## src/rtl/pc_next_ctrl.sv

```systemverilog
// pc_next_ctrl: next-PC select plus fetch-stall / halt control.
// Picks seq / branch / jump / jump-register targets, holds the PC while
// instruction memory is not ready and remembers the latest redirect seen
// during the stall. HALT is sticky until reset. stall_cnt saturates.
// Optional feature macro: MISALIGN_TRAP_EN (misaligned JR traps to EXC_VECTOR).
module pc_next_ctrl #(
    parameter int                  PC_WIDTH   = 32,
    parameter logic [PC_WIDTH-1:0] EXC_VECTOR = PC_WIDTH'(32'h0000_0180),
    parameter int                  CNT_WIDTH  = 16
) (
    input  logic                 CLK,
    input  logic                 RST,
    input  logic [PC_WIDTH-1:0]  PC_in,
    input  logic                 imem_ready,
    input  logic                 branch_take,
    input  logic [15:0]          branch_off,
    input  logic                 jump,
    input  logic [25:0]          jump_idx,
    input  logic                 jump_reg,
    input  logic [PC_WIDTH-1:0]  reg_target,
    input  logic                 halt_req,
    output logic [PC_WIDTH-1:0]  PC_next,
    output logic                 stalled,
    output logic                 halted,
    output logic [CNT_WIDTH-1:0] stall_cnt,
    output logic                 exc,
    output logic [PC_WIDTH-1:0]  epc
);

    localparam logic [1:0] S_RUN   = 2'd0;
    localparam logic [1:0] S_STALL = 2'd1;
    localparam logic [1:0] S_HALT  = 2'd2;

    logic [1:0]          state, state_n;
    logic                pend_valid, pend_trap;
    logic [PC_WIDTH-1:0] pend_target;

    logic [PC_WIDTH-1:0] seq_tgt, br_tgt, jmp_tgt, jr_tgt, sel_tgt;
    logic                redir, jr_trap, take_trap, capture;

    assign seq_tgt = PC_in + PC_WIDTH'(4);
    assign br_tgt  = seq_tgt + {{(PC_WIDTH-18){branch_off[15]}}, branch_off, 2'b00};
    assign jmp_tgt = {seq_tgt[PC_WIDTH-1:28], jump_idx, 2'b00};
    assign redir   = jump_reg | jump | branch_take;

`ifdef MISALIGN_TRAP_EN
    assign jr_trap = jump_reg & (|reg_target[1:0]);
    assign jr_tgt  = reg_target;
`else
    // Low bits are simply dropped when trapping is not built in.
    assign jr_trap = 1'b0;
    assign jr_tgt  = {reg_target[PC_WIDTH-1:2], 2'b00};
`endif

    // Redirect priority: jump_reg > jump > branch > sequential.
    always_comb begin
        sel_tgt = seq_tgt;
        if (jump_reg)         sel_tgt = jr_trap ? EXC_VECTOR : jr_tgt;
        else if (jump)        sel_tgt = jmp_tgt;
        else if (branch_take) sel_tgt = br_tgt;
    end

    // Next-state / next-PC decode; PC is held unless a ready cycle resolves it.
    always_comb begin
        state_n   = state;
        PC_next   = PC_in;
        take_trap = 1'b0;
        capture   = 1'b0;
        case (state)
            S_RUN: begin
                if (!imem_ready) begin
                    state_n = S_STALL;
                    capture = redir;
                end else if (halt_req) begin
                    state_n = S_HALT;
                end else begin
                    PC_next   = sel_tgt;
                    take_trap = jr_trap;
                end
            end
            S_STALL: begin
                if (!imem_ready) begin
                    capture = redir;
                end else if (halt_req) begin
                    state_n = S_HALT;
                end else begin
                    state_n = S_RUN;
                    // A redirect on the ready cycle is the latest one, so it wins.
                    if (redir) begin
                        PC_next   = sel_tgt;
                        take_trap = jr_trap;
                    end else if (pend_valid) begin
                        PC_next   = pend_target;
                        take_trap = pend_trap;
                    end else begin
                        PC_next   = seq_tgt;
                    end
                end
            end
            S_HALT:  ;
            default: state_n = S_RUN;
        endcase
        if (!RST) PC_next = '0;
    end

    // FSM state, pending redirect and saturating stall counter.
    always_ff @(posedge CLK or negedge RST) begin
        if (!RST) begin
            state       <= S_RUN;
            pend_valid  <= 1'b0;
            pend_trap   <= 1'b0;
            pend_target <= '0;
            stall_cnt   <= '0;
        end else begin
            state <= state_n;
            if (capture) begin
                pend_valid  <= 1'b1;
                pend_target <= sel_tgt;
                pend_trap   <= jr_trap;
            end else if (state == S_STALL && imem_ready) begin
                pend_valid  <= 1'b0;
                pend_trap   <= 1'b0;
            end
            if (state != S_HALT && !imem_ready && stall_cnt != {CNT_WIDTH{1'b1}})
                stall_cnt <= stall_cnt + CNT_WIDTH'(1);
        end
    end

    assign stalled = (state == S_STALL);
    assign halted  = (state == S_HALT);

`ifdef MISALIGN_TRAP_EN
    // One-cycle trap pulse and the PC of the offending JR.
    always_ff @(posedge CLK or negedge RST) begin
        if (!RST) begin
            exc <= 1'b0;
            epc <= '0;
        end else begin
            exc <= take_trap;
            if (take_trap) epc <= PC_in;
        end
    end
`else
    logic unused_trap;
    assign unused_trap = ^{reg_target[1:0], take_trap, pend_trap};
    assign exc = 1'b0;
    assign epc = '0;
`endif

endmodule

```

## config.mk

```make
export PLATFORM = sky130hd
export DESIGN_NAME = pc_next_ctrl
export DESIGN_NICKNAME = d
export VERILOG_FILES = /design/src/rtl/pc_next_ctrl.sv
export SDC_FILE = /design/constraint.sdc
export NUM_CORES = 1
export LEC_CHECK = 0
export CELL_PAD_IN_SITES_DETAIL_PLACEMENT = 1
export CELL_PAD_IN_SITES_GLOBAL_PLACEMENT = 2
export CORE_AREA = 3 3 217 113
export CTS_CLUSTER_SIZE = 20
export DETAILED_ROUTE_END_ITERATION = 8
export DIE_AREA = 0 0 220 116
export PLACE_DENSITY = 0.9
export RECOVER_POWER = 100
export SKIP_LAST_GASP = 1
export SLEW_MARGIN = 40
export SYNTH_ARGS = -nofsm -noshare
export SYNTH_HDL_FRONTEND = slang
export SYNTH_SLANG_ARGS = --single-unit
```

## constraint.sdc

```tcl
create_clock -name CLK -period 10.7 [get_ports CLK]
set_input_delay 1.07 -clock CLK [delete_from_list [all_inputs] [get_ports CLK]]
set_output_delay 1.07 -clock CLK [all_outputs]
set_load 0.01 [all_outputs]
```

==> flow_metrics.env <==
export IMPL_clk_path_buf_depth=2
export IMPL_cts_sinks=51
export IMPL_syn_area_per_cell_um2=7.48
export IMPL_synth_area_leaders="dfrtp_1, ha_1, nand2_1"
export IMPL_dp_slack_ns=3.27
export IMPL_synth_xor_area_share_pct=9.08
export IMPL_relSlewSlack_pct=-72.5
export IMPL_yosys_warnings=0
export IMPL_synth_most_common_cell="nand2_1"
export IMPL_cp_top_family="simple AND/OR/NAND/NOR gates"
export IMPL_p_int_uw=574
export IMPL_cp_required_ns=9.63
export IMPL_comb_power_share_pct=51.9
export IMPL_synthAdderAreaFrac_pct=7.34
export IMPL_synth_top_area_share_pct=19.4
export IMPL_status="finished with violations"
export IMPL_grt_pass1_vias=7517
export IMPL_grt_total_usage_pct=21.8
export IMPL_cts_made_buffers=5
export IMPL_cts_hold_repair_buffers=0
export IMPL_min_path_type="flop to flop"
export IMPL_synth_simple_area_share_pct=21.8
export IMPL_fp_dieW_um=220
export IMPL_critical_path_buf_inv_count=2
export IMPL_violations="max-capacitance violations, max-slew violations"
export IMPL_cts_resized=0
export IMPL_critPathLaunchType="primary input"
export IMPL_hold_viol_final=0
export IMPL_ys_top_cells_by_count="nand2_1, o21ai_0, a21oi_1, nor2_1, dfrtp_1"
export IMPL_finalSetupViolations=0
export IMPL_min_period_ns=7.93
export IMPL_max_stage_delay_ns=0.78
export IMPL_setup_slack_ns=2.77
export IMPL_vdd_drop_max_mv=0.0813
export IMPL_slew_viol_final=151
export IMPL_worst_pin_slew_ns=2.59
export IMPL_final_cell_area_mm2=0.00839
export IMPL_layout_drive_gt1_share_pct=3.95
export IMPL_grt_max_degree=48
export IMPL_regArea_mm2=0.00128
export IMPL_routabilityCongestion=0.923
export IMPL_antenna_cells=0
export IMPL_clkLatencyLatePin_ns=0.31
export IMPL_ys_ff_latch=51
export IMPL_cts_max_level=2
export IMPL_synth_mux_area_share_pct=5.29
export IMPL_drtIter0Drc=455
export IMPL_grt_pass1_wl_mm=43.3
export IMPL_fin_skew_ns=0.00805
export IMPL_reg2reg_setup_slack_ns=7.60
export IMPL_core_area_mm2=0.0226
export IMPL_dp_cells=1311
export IMPL_cp_max_fo=6
export IMPL_drc=0
export IMPL_vias=7279
export IMPL_layout_cells_non_filler=1319
export IMPL_period_share_pct=74.1
export IMPL_synth_top_family_by_area="compound AO/OA/AOI/OAI gates"
export IMPL_multi_input_area_mm2=0.00483
export IMPL_seq_area_frac_synth_pct=19.4
export IMPL_arrival_ns=6.86
export IMPL_hpwlAfterDp_mm=22.3
export IMPL_fin_nets=1162
export IMPL_fillerInstances=2811
export IMPL_synth_area_mm2=0.00658
export IMPL_synth_edf_count=0
export IMPL_cts_setup_buffers=0
export IMPL_initial_core_util_pct=29.0
export IMPL_drv_cap=4
export IMPL_clock_power_share_pct=17.4
export IMPL_cp_slowest_cell="nor4_1"
export IMPL_syn2layout_area_growth_pct=27.6
export IMPL_p_leak_uw=0.00356
export IMPL_io_buffer_count=160
export IMPL_clockRootBuffer="clkbuf_16"
export IMPL_p_seq_share_pct=30.7
export IMPL_timing_fmax_mhz=126
export IMPL_synth_compound_area_share_pct=28.3
export IMPL_synth_cell_type_count=70
export IMPL_clk_pin_slew_ns=0.07
export IMPL_grt_overflow_total=0
export IMPL_critPathKind="primary input to output pin"
export IMPL_io_pins=196
export IMPL_drt_vias_per_instance=5.52
export IMPL_cp_end_kind="output pin"
export IMPL_wirelength_mm=28.4
export IMPL_fin_tns_setup_ns=0
export IMPL_wire_per_inst_um=21.5
export IMPL_cts_tree="done"
export IMPL_rsz0062_at_grt="no"
export IMPL_die_area_mm2=0.0255
export IMPL_critical_path_cell_chain="dlygate4sd3_1, nand3_1, nor4_1, and4_1, nand2_1, xnor2_1, ha_1, nand2_1, o21ai_0, a211oi_1, a2111oi_0, o22ai_1, mux2i_1, xnor2_1, nor4_1, nor2_1, dlygate4sd3_1"
export IMPL_yosys_area_top_type="dfrtp_1"
export IMPL_swShare_pct=43.9
export IMPL_place_area_mm2=0.00828
export IMPL_grt_antenna_before_repair=0
export IMPL_switchingPower_uw=450
export IMPL_die_h_um=116
export IMPL_ant_nets=0
export IMPL_synth_ff_type="dfrtp_1"
export IMPL_rows=39
export IMPL_drtPass1Iterations=5
export IMPL_powerDensity_mw_per_mm2=122
export IMPL_async_flop_share_pct=100
export IMPL_syn_inst=879
==> worst register-to-register path, delay by kind of cell (launching register included) <==
kind	cells	cell delay, ns
buf+inv	1	1.18
simple gates	4	0.99
flops	1	0.59
mux	1	0.23
==> cell usage in the layout (no fill, tap or decap), types with 16 or more instances in the layout <==
master,count
o21ai_0,78
dlygate4sd3_1,52
nor2_1,66
conb_1,33
nand3_1,36
xor2_1,16
nand2_1,117
inv_1,22
ha_1,37
clkdlybuf4s50_1,106
a21oi_1,66
mux2i_1,28
xnor2_1,49
dfrtp_1,51
==> worst paths after layout <==
path	from	endpoint	cells after the start
setup / recovery	PC_in[2]	PC_next[31]	17
hold / removal	pend_target[29]	pend_target[29]	1
setup reg to reg	state[1]	pend_target[24]	6
hold reg to reg	pend_target[29]	pend_target[29]	1
max in group asynchronous	RST	stall_cnt[1]	2
min in group asynchronous	RST	pend_target[22]	1
==> metal layers <==
| metal | vias up | GRT usage, % | routed length [um] |
|---|---|---|---|
| li1 | 3411 | - | - |
| met1 | 3655 | 29.7 | 13100 |
| met2 | 180 | 35.5 | 13100 |
| met3 | 33 | 4.93 | 1770 |
| met4 | 0 | 4.67 | 393 |
| met5 | - | 0 | 0 |
==> state kept, by name (all words and copies together) (netlist names) <==
| name | cells |
|---|---|
| pend_target | 32 |
| stall_cnt | 16 |
| state | 2 |
| pend_valid | 1 |
==> per-stage QoR <==
step	hold WS, ns	utilization (%)	total power [uW]
finish	0.490	37.1	1020
global route	0.512	37.1	1100
CTS	0.487	37.2	1030
detailed placement	0.468	36.6	851
global placement	0.457	36.6	831
floorplan	0.437	-	641
==> cell type report <==
cell class | instances | share of cell area [%]
clock buffers | 5 | 1.49
well taps | 307 | 4.58
repair buffers | 172 | 19.8
multi-input cells | 758 | 57.5
clock inverters | 3 | 0.343
flip-flops and latches | 51 | 15.2
inverters | 23 | 1.03
==> kinds of logic after synthesis <==
family | after synthesis
simple gates | 300
compound gates | 287
buf+inv | 102
xor+xnor | 66
flops | 51
fa+ha+maj | 38
mux | 34
other cells | 1
==> power groups by stage <==
| stage | combinational [uW] | clock [uW] | sequential [uW] |
|---|---|---|---|
| after floorplan | 344 | 0 | 297 |
| after CTS | 539 | 181 | 313 |
| after global routing | 583 | 190 | 325 |
| after global placement | 520 | 0 | 312 |
| final | 531 | 178 | 315 |
| after detailed placement | 535 | 0 | 317 |
Note: power is estimated with default switching activity, not from simulation.
